--- config.mk ---
export PLATFORM = sky130hd
export DESIGN_NAME = param_serializer
export DESIGN_NICKNAME = d
export VERILOG_FILES = /design/src/rtl/param_serializer.sv
export SDC_FILE = /design/constraint.sdc
export NUM_CORES = 1
export LEC_CHECK = 0
export BUFFER_PORTS_ARGS = -buffer_cell sky130_fd_sc_hd__buf_2
export CAP_MARGIN = 10
export CORE_MARGIN = 2
export CORE_UTILIZATION = 44
export DETAILED_ROUTE_END_ITERATION = 12
export PLACE_DENSITY_LB_ADDON = 0.12
export SYNTH_ARGS = -nofsm -noshare
export SYNTH_HDL_FRONTEND = slang
export SYNTH_SLANG_ARGS = --single-unit
--- constraint.sdc ---
create_clock -name clk -period 1.5 [get_ports clk]
set_input_delay 0.225 -clock clk [delete_from_list [all_inputs] [get_ports clk]]
set_output_delay 0.225 -clock clk [all_outputs]
set_load 0.01 [all_outputs]
--- src/rtl/param_serializer.sv ---
// Parallel-to-serial converter for the UART TX path: valid/ready load, one bit per
// ser_en tick, selectable bit order and optional even/odd parity bit after the data.
module param_serializer #(
  parameter int DATA_WIDTH = 8,
  parameter int MSB_FIRST  = 0,
  parameter int PARITY_EN  = 0,
  parameter int PARITY_ODD = 0
) (
  input  logic                  clk,
  input  logic                  rst,
  input  logic [DATA_WIDTH-1:0] in_data,
  input  logic                  in_valid,
  output logic                  in_ready,
  input  logic                  ser_en,
  output logic                  ser_out,
  output logic                  busy,
  output logic                  ser_done
);

  localparam int CW = $clog2(DATA_WIDTH);
  localparam logic [CW-1:0] LAST = CW'(DATA_WIDTH - 1);

  typedef enum logic [1:0] {IDLE, DATA, PARITY} state_t;

  state_t                state, state_nxt;
  logic [DATA_WIDTH-1:0] shreg, shreg_nxt;
  logic [CW-1:0]         bit_cnt, bit_cnt_nxt;
  logic                  par, par_nxt;
  logic                  done_nxt;

  always_ff @(posedge clk) begin
    if (rst) begin
      state    <= IDLE;
      shreg    <= '0;
      bit_cnt  <= '0;
      par      <= 1'b0;
      ser_done <= 1'b0;
    end else begin
      state    <= state_nxt;
      shreg    <= shreg_nxt;
      bit_cnt  <= bit_cnt_nxt;
      par      <= par_nxt;
      ser_done <= done_nxt;
    end
  end

  always_comb begin
    state_nxt   = state;
    shreg_nxt   = shreg;
    bit_cnt_nxt = bit_cnt;
    par_nxt     = par;
    done_nxt    = 1'b0;
    in_ready    = 1'b0;
    busy        = 1'b1;
    ser_out     = 1'b1;
    case (state)
      IDLE: begin
        in_ready = 1'b1;
        busy     = 1'b0;
        if (in_valid) begin
          shreg_nxt   = in_data;
          par_nxt     = (^in_data) ^ (PARITY_ODD != 0);
          bit_cnt_nxt = '0;
          state_nxt   = DATA;
        end
      end
      DATA: begin
        ser_out = (MSB_FIRST != 0) ? shreg[DATA_WIDTH-1] : shreg[0];
        if (ser_en) begin
          shreg_nxt = (MSB_FIRST != 0) ? {shreg[DATA_WIDTH-2:0], 1'b0}
                                       : {1'b0, shreg[DATA_WIDTH-1:1]};
          // Counter saturates on the last bit so it never wraps inside a frame.
          if (bit_cnt == LAST) begin
            if (PARITY_EN != 0) begin
              state_nxt = PARITY;
            end else begin
              state_nxt = IDLE;
              done_nxt  = 1'b1;
            end
          end else begin
            bit_cnt_nxt = bit_cnt + 1'b1;
          end
        end
      end
      PARITY: begin
        ser_out = par;
        if (ser_en) begin
          state_nxt = IDLE;
          done_nxt  = 1'b1;
        end
      end
      default: state_nxt = IDLE;
    endcase
  end

endmodule

==> Word level (Yosys, flattened, before mapping) <==
Index checks and enable logic that the tools add are counted.
{ "totals": {"regBits": 15, "wordCells": 40} }
{ "classes": {"add_sub_neg": 1, "eq_ne": 8, "n_mux": 19, "reduce_logical": 7} }
{ "op_table": {"columns": ["cell", "count"], "rows": [
  ["8-bit 2-to-1 mux", 2],
  ["8-bit one-hot mux with 2 select lines", 1],
  ["2-bit != test (second input constant)", 5],
  ["3-bit 2-to-1 mux", 3],
  ["2-bit 2-to-1 mux", 4],
  ["4-bit AND reduction", 2],
  ["8-bit parity", 1],
  ["2-bit one-hot mux with 3 select lines", 1],
  ["3-bit one-hot mux with 2 select lines", 1],
  ["1-bit 2-to-1 mux", 5],
  ["1-bit one-hot mux with 2 select lines", 2],
  ["3-bit by 1-bit adder with 3-bit output (second input constant)", 1],
  ["3-bit equality test (second input constant)", 1],
  ["3-bit AND reduction", 1],
  ["2-bit by 1-bit equality test with 1-bit output (second input constant)", 1],
  ["2-bit equality test (second input constant)", 1],
  ["2-bit zero test", 1],
  ["2-bit AND reduction", 1],
  ["2-bit nonzero test", 1]
]} }

==> Logic depth before layout (Yosys ltp) <==
Gate-level depths: netlist of run 1.
{ "depth": {"ltp_word": 4, "ltp_mapped": 5, "mapped_depth_nobuf": 5} }

==> Worst setup path before layout of run 1 <==
OpenSTA, ideal clock, no wires.
{ "synth_timing": {"path_kind": "register -> register", "start": "register bit_cnt[0]", "end": "register bit_cnt[0]", "setup_ps": 76, "t_arrival_ps": 1305, "t_required_ps": 1424, "slack_ps": 119, "stages_incl_launch_ff": 6, "n_path_buf": 0, "period_less_slack_ps": 1381, "path_cell_list": "dfxtp_1 ha_1 ha_1 nand2b_1 or3_1 a31oi_1"} }
{ "synth_via": {"elab_chain_cells": 4} }
{ "synth_rtl": {"columns": ["element", "line_no", "source"], "rows": [
  ["start, declared", "27", "logic [CW-1:0] bit_cnt, bit_cnt_nxt;"],
  ["start signal, assigned", "41", "bit_cnt <= bit_cnt_nxt;"],
  ["3-bit by 1-bit adder with 3-bit output", "81", "bit_cnt_nxt = bit_cnt + 1'b1;"],
  ["3-bit 2-to-1 mux", "73", "if (bit_cnt == LAST) begin"],
  ["3-bit 2-to-1 mux", "69", "if (ser_en) begin"],
  ["3-bit one-hot mux with 2 select lines", "56", "case (state)"]
]} }
Parallel ways exist; a longest one is shown, timed or not. The select of a mux whose other input is x is not followed.
A chain may end at the register's enable or synchronous reset.

==> Final worst setup path of run 1 <==
Ends and elaborated chain as after synthesis.

==> metrics.cfg, run 1 <==
[logic_synthesis]
syn-mean-instance-area_sq_um=9.80
yosysWarningCount=0
syn-instance-count=66
synth.cell_area_sq_um=647
post_syn_nets=80
yosys_register_bits=13
yosys.area.top_type_share_pct=40.2
synth_cell_types=19
synth_top_area_cell=sky130_fd_sc_hd__dfxtp_1
synth-seq-area-share_pct=40.2
netlist_top_cells_area=sky130_fd_sc_hd__dfxtp_1 40%, sky130_fd_sc_hd__a211oi_2 12%, sky130_fd_sc_hd__mux2i_1 11%, sky130_fd_sc_hd__nor2_1 5.8%, sky130_fd_sc_hd__nand3_1 5.4%

[timing]
final_min_period_over_clock_period_pct=95.7
drv_slew=0
layout_min_cycle_time_ns=1.44
slew-limit-headroom_pct=78.6
finalSetupViolCount=0
finalClockSkew_ns=0.000642
timing.final.hold_violations=0
max_freq_mhz=697
max_slew.worst_pin.slew_ns=0.321

[setup_path]
crit_path_max_incr_delay_ns=0.34
critical_path.slowest_cell=sky130_fd_sc_hd__dfxtp_2
arrival_ns=1.62
kind_of_cell_adding_the_most_delay_to_the_critical_path=simple AND/OR/NAND/NOR gates
worst_case_register_to_register_setup_slack_ns=0.06
crit_fanout=4
timing.critical_path.from_type=register
worst_setup_path_type=reg2reg
worstPathBufferInverterCount=0
critical_path.endpoint_type=register
required_ns=1.69
crit_path_cell_trace=ha_1 -> ha_2 -> nand2b_1 -> or3_1 -> a31oi_1

[cts]
post_cts_hold_buffer_count=0
clk_path_buf_depth=2
clock-sinks=13
insertion_delay_to_the_later_sink_of_the_worst_skew_pair_ns=0.27
cts_inserted_buffers=3
cts-root-buf=sky130_fd_sc_hd__clkbuf_4
clkTransAtPathRegs_ns=0.07
post_cts_buffers=0
cts_tree=done
htreeDepth=1

[global_routing]
overflow=0
via_count_of_the_first_global_routing_pass=495
global_route_usage_over_all_layers_pct=15.2
pin_count_of_the_biggest_net_entering_global_routing=15
first_pass_grt_wire_length_microns=2090
antenna_found_initial=0

[final_layout]
register_area_sq_um=263
antenna-diode-count=0
stdcell_area_sq_um=756
mostFrequentLayoutCells=15 x sky130_fd_sc_hd__buf_2, 11 x sky130_fd_sc_hd__dfxtp_1, 10 x sky130_fd_sc_hd__nor2_1, 7 x sky130_fd_sc_hd__mux2i_1, 7 x sky130_fd_sc_hd__nand3_1
area_taken_by_multi_input_logic_gates_sq_um=350
area.growth.synth_to_final_pct=16.8
final_net_count=98
layout-drive-gt1-share_pct=37.3
fillers=125
layout.cells.most_common=sky130_fd_sc_hd__buf_2
final_core_utilization_pct=56.7

[placement]
io_buffers=15
post_dp_cell_area_sq_um=724
dp_hpwl_microns=809
gpl.final_weighted_congestion=0.764

[floorplanning]
die_width_microns=42.3
boundaryPins=16
fp.dieArea_sq_mm=0.00179
dieHeight_microns=42.3
rows=13
coreArea_sq_mm=0.00133
floorplan.initialDensity_pct=48.5

[routing]
routed-via-count=510
detailedRoute.firstPassIterationCount=4
drc=0
drt_first_iter_violations=8
post_drt_wl_per_cell_microns=11.8
via_per_inst=5.20
antenna_violating_nets_post_route=0
route.final.wire_length_microns=1160

[power]
power_density_mw_per_mm2=951
static-leakage-power_nw=0.319
ir_drop_mv=0.659

[job]
timing.max_cap.violations=0

[min_path]
min_path_type=in2reg

[outcome]
run_status=finished, final reports clean

-- Yosys cell counts --
master / number
sky130_fd_sc_hd__ha_1: 2
sky130_fd_sc_hd__or3_1: 1
sky130_fd_sc_hd__nor3b_1: 1
sky130_fd_sc_hd__nand2b_1: 2
sky130_fd_sc_hd__nand3_1: 7
sky130_fd_sc_hd__a211oi_2: 6
sky130_fd_sc_hd__nand2_1: 4
sky130_fd_sc_hd__inv_1: 2
sky130_fd_sc_hd__nor2_1: 10
sky130_fd_sc_hd__a31oi_1: 3
sky130_fd_sc_hd__nor2b_1: 1
sky130_fd_sc_hd__mux2_4: 1
sky130_fd_sc_hd__mux2i_1: 7
sky130_fd_sc_hd__o22a_1: 1
sky130_fd_sc_hd__buf_6: 2
sky130_fd_sc_hd__dfxtp_1: 13
sky130_fd_sc_hd__buf_1: 1
sky130_fd_sc_hd__a311oi_2: 1
sky130_fd_sc_hd__buf_2: 1
-- worst min-delay path: cells and delay by family --
kind | cells | cell delay (ns)
and+or+nand+nor | 2 | 0.13
buffers and inverters | 1 | 0.13
-- layer usage --
layer  GRT usage, %  part of all wire [%]  wire length (microns)  vias to the layer above
li1               -                     -                      -                      267
met1           19.8                    49                    564                      226
met2           24.0                    44                    506                       15
met3           6.47                   6.6                     77                        2
met4           1.88                  0.86                     10                        0
met5              0                     0                      0                        -
-- power breakdown --
group          internal (W)  switching [W]  total [W]  leakage (nW)
sequential         0.000369      0.0000167   0.000385         0.108
combinational     0.0000598      0.0000665   0.000126         0.196
clock              0.000103       0.000104   0.000207        0.0150
-- final timing paths --
check / from / cells past startpoint / end
setup / recovery: bit_cnt[0]$_SDFFE_PP0P_ / 5 / bit_cnt[0]$_SDFFE_PP0P_
hold / removal: ser_en / 3 / ser_done$_SDFF_PP0_
setup reg to reg: bit_cnt[0]$_SDFFE_PP0P_ / 5 / bit_cnt[0]$_SDFFE_PP0P_
hold reg to reg: bit_cnt[1]$_SDFFE_PP0P_ / 2 / bit_cnt[1]$_SDFFE_PP0P_
-- area by class of cell --
| type | count | share of cell area (%) |
|---|---|---|
| clock buffers | 4 | 3.48 |
| repair buffers | 17 | 11.9 |
| multi-input cells | 47 | 46.4 |
| well taps | 15 | 2.48 |
| inverters | 2 | 0.993 |
| flip-flops and latches | 13 | 34.8 |
-- what timing repair did --
item                                    4_1_cts  5_1_grt
pin swaps                                     0        1
resized for setup                             1        2
endpoints found under the setup margin        1        1
-- cells by family (layout without fill, tap and decap cells) --
logic type | after synthesis | count (layout) | share of synthesized area, %
flops | 13 | 13 | 40.2
simple gates | 26 | 26 | 18.6
buf+inv | 6 | 23 | 6.00
compound gates | 11 | 11 | 18.2
fa+ha+maj | 2 | 2 | 3.87
mux | 8 | 8 | 13.2
-- registers in the layout (all words and copies together), names as in the netlist --
name / cells
state: 1
ser_done: 1
shreg: 8
bit_cnt: 3
-- through the flow --
step	TNS, ns	hold WS (ns)	total power, W	setup WS, ns	cells
finish	0	0.263	0.000719	0.0646	98
global route	-0.00867	0.262	0.000766	-0.00867	98
CTS	0	0.259	0.000726	0.0362	98
detailed placement	0	0.494	0.000519	0.0618	94
global placement	0	0.488	0.000517	0.108	94
floorplan	0	0.290	0.000486	0.119	66
Power figures use the tool's default switching activity.
==> run 2: changes to the inputs <==
Settings changed: CAP_MARGIN 10 to 15, GPL_ROUTABILITY_DRIVEN from default to 1, RECOVER_POWER from default to 25.
==> run 2 against run 1 <==
Compared with the run above: total power is the same; clock power is essentially flat; die area is the same; via count shrank 0.39%; clock-buffer cell count is the same; critical path type unchanged; largest power group unchanged; highest routed layer unchanged.
==> metrics.cfg, run 2 (synthesis gave the netlist of run 1 again) <==
[outcome]
run_status=finished, final reports clean

[final_layout]
register_area_sq_um=263  ; unchanged
stdcell_area_sq_um=754  ; -0.17%
area.growth.synth_to_final_pct=16.6
layout.cells.most_common=sky130_fd_sc_hd__buf_2
final_net_count=98  ; unchanged
antenna-diode-count=0  ; unchanged
fillers=125  ; unchanged
largest_reg_flops=8  ; unchanged
largest_register=shreg
reg.largest.list=shreg x8, bit_cnt x3
mostFrequentLayoutCells=14 x sky130_fd_sc_hd__buf_2, 11 x sky130_fd_sc_hd__dfxtp_1, 10 x sky130_fd_sc_hd__nor2_1, 7 x sky130_fd_sc_hd__mux2i_1, 7 x sky130_fd_sc_hd__nand3_1
area_taken_by_multi_input_logic_gates_sq_um=350  ; unchanged
layout-drive-gt1-share_pct=36.1  ; -1.2 points

[placement]
gpl.final_weighted_congestion=0.764  ; unchanged
io_buffers=15  ; unchanged
post_dp_cell_area_sq_um=724  ; unchanged
dp_hpwl_microns=809  ; unchanged

[setup_path]
timing.reg2reg.worst_path_depth=5  ; unchanged
worst_case_register_to_register_setup_slack_ns=0.06  ; about the same
crit_fanout=4  ; unchanged
critical_path.slowest_cell=sky130_fd_sc_hd__dfxtp_2
arrival_ns=1.62  ; about the same
worst_setup_path_start=bit_cnt[0]$_SDFFE_PP0P_
kind_of_cell_adding_the_most_delay_to_the_critical_path=simple AND/OR/NAND/NOR gates
worstPathBufferInverterCount=0  ; unchanged
worst_setup_path_type=reg2reg
required_ns=1.69  ; about the same
crit_path_max_incr_delay_ns=0.34  ; about the same
crit_path_cell_trace=ha_1 -> ha_2 -> nand2b_1 -> or3_1 -> a31oi_1
timing.critical_path.from_type=register
critical_path.endpoint_type=register
rr_endpoint=bit_cnt[0]$_SDFFE_PP0P_
launch_instance_of_the_worst_register_to_register_path=bit_cnt[0]$_SDFFE_PP0P_

[global_routing]
grt_util_met3_pct=6.47  ; unchanged
pin_count_of_the_biggest_net_entering_global_routing=15  ; unchanged
via_count_of_the_first_global_routing_pass=495  ; unchanged
global_route.usage.met1_pct=19.8  ; unchanged
gr-max-usage-layer=met2
global_route_usage_over_all_layers_pct=15.2  ; unchanged
overflow=0  ; unchanged
global_route.usage.met2_pct=24.0  ; unchanged
first_pass_grt_wire_length_microns=2090  ; unchanged
antenna_found_initial=0  ; unchanged

[cts]
post_cts_hold_buffer_count=0  ; unchanged
insertion_delay_to_the_later_sink_of_the_worst_skew_pair_ns=0.27  ; about the same
clock-sinks=13  ; unchanged
post_cts_buffers=0  ; unchanged
cts-root-buf=sky130_fd_sc_hd__clkbuf_4
htreeDepth=1  ; unchanged
clk_path_buf_depth=2  ; unchanged
cts_tree=done
cts_inserted_buffers=3  ; unchanged
clkTransAtPathRegs_ns=0.07  ; about the same

[job]
timing.max_cap.violations=0  ; unchanged

[routing]
drc=0  ; unchanged
via_per_inst=5.18  ; -0.39%
drt_first_iter_violations=8  ; unchanged
post_drt_wl_per_cell_microns=11.9  ; +0.43%
antenna_violating_nets_post_route=0  ; unchanged
route.final.wire_length_microns=1160  ; +0.43%
routed-via-count=508  ; -0.39%
detailedRoute.firstPassIterationCount=4  ; unchanged

[timing]
max_freq_mhz=697  ; unchanged
max_slew.worst_pin.slew_ns=0.321  ; unchanged
fin_hold_ws_ns=0.263  ; unchanged
finalClockSkew_ns=0.000642  ; unchanged
slew-limit-headroom_pct=78.6  ; unchanged
layout_min_cycle_time_ns=1.44  ; unchanged
finalSetupViolCount=0  ; unchanged
final_min_period_over_clock_period_pct=95.7  ; unchanged
timing.final.hold_violations=0  ; unchanged
drv_slew=0  ; unchanged

[floorplanning]
rows=13  ; unchanged
dieHeight_microns=42.3  ; unchanged
floorplan.initialDensity_pct=48.5  ; unchanged
coreArea_sq_mm=0.00133  ; unchanged
boundaryPins=16  ; unchanged
fp.dieArea_sq_mm=0.00179  ; unchanged
die_width_microns=42.3  ; unchanged

[min_path]
hold_path_depth=3  ; unchanged
worst_hold_startpoint=ser_en
timing.hold.worst_endpoint=ser_done$_SDFF_PP0_
min_path_type=in2reg

[power]
static-leakage-power_nw=0.315  ; -1.4%
ir_drop_mv=0.659  ; unchanged
power_density_mw_per_mm2=953  ; +0.17%

run 2: repair_timing:
action / in CTS / in global routing
pin swaps: 0 / 1
resized for setup: 1 / 2
setup endpoints to repair: 1 / 1
run 2: worst max-delay path by stage:
| stage | endpoint | slack (ns) | depth (start not counted) |
|---|---|---|---|
| 6_report | bit_cnt[0]$_SDFFE_PP0P_ | 0.06 | 5 |
| 5_1_grt | bit_cnt[0]$_SDFFE_PP0P_ | -0.009 | 5 |
| 4_1_cts | bit_cnt[0]$_SDFFE_PP0P_ | 0.04 | 5 |
| 3_5_place_dp | bit_cnt[0]$_SDFFE_PP0P_ | 0.06 | 5 |
| 3_3_place_gp | bit_cnt[0]$_SDFFE_PP0P_ | 0.11 | 5 |
| 2_1_floorplan | bit_cnt[0]$_SDFFE_PP0P_ | 0.12 | 5 |
run 2: worst min-delay path: cells and delay by family:
family                 cells  cell delay [ns]
buffers and inverters      1             0.13
AND/OR/NAND/NOR            2             0.13
run 2: final cells by class:
type	instances	area share (%)
clock buffer	4	3.48
inverter	2	0.995
multi-input combinational	47	46.4
sequential	13	34.8
tap	15	2.49
timing repair buffer	17	11.8
run 2: report_power, final:
group,internal [W],leakage [nW],total [W],switching [W]
Combinational,0.0000598,0.192,0.000126,0.0000665
Sequential,0.000369,0.108,0.000385,0.0000167
Clock,0.000103,0.0150,0.000207,0.000104
Total,0.000531,0.315,0.000719,0.000188
run 2: per-layer routing:
layer / up-vias / wire [microns]
li1: 267 / -
met1: 224 / 570
met2: 15 / 505
met3: 2 / 77
met4: 0 / 10
met5: - / 0
run 2: metrics by stage:
| stage | util (%) | setup WS [ns] | setup TNS [ns] | total power, W | std cells |
|---|---|---|---|---|---|
| final | 56.6 | 0.0646 | 0 | 0.000719 | 98 |
| after global routing | 56.6 | -0.00867 | -0.00867 | 0.000766 | 98 |
| after CTS | 56.4 | 0.0362 | 0 | 0.000726 | 98 |
| after detailed placement | 54.3 | 0.0618 | 0 | 0.000519 | 94 |
| after global placement | 54.3 | 0.108 | 0 | 0.000517 | 94 |
| after floorplan | - | 0.119 | 0 | 0.000486 | 66 |
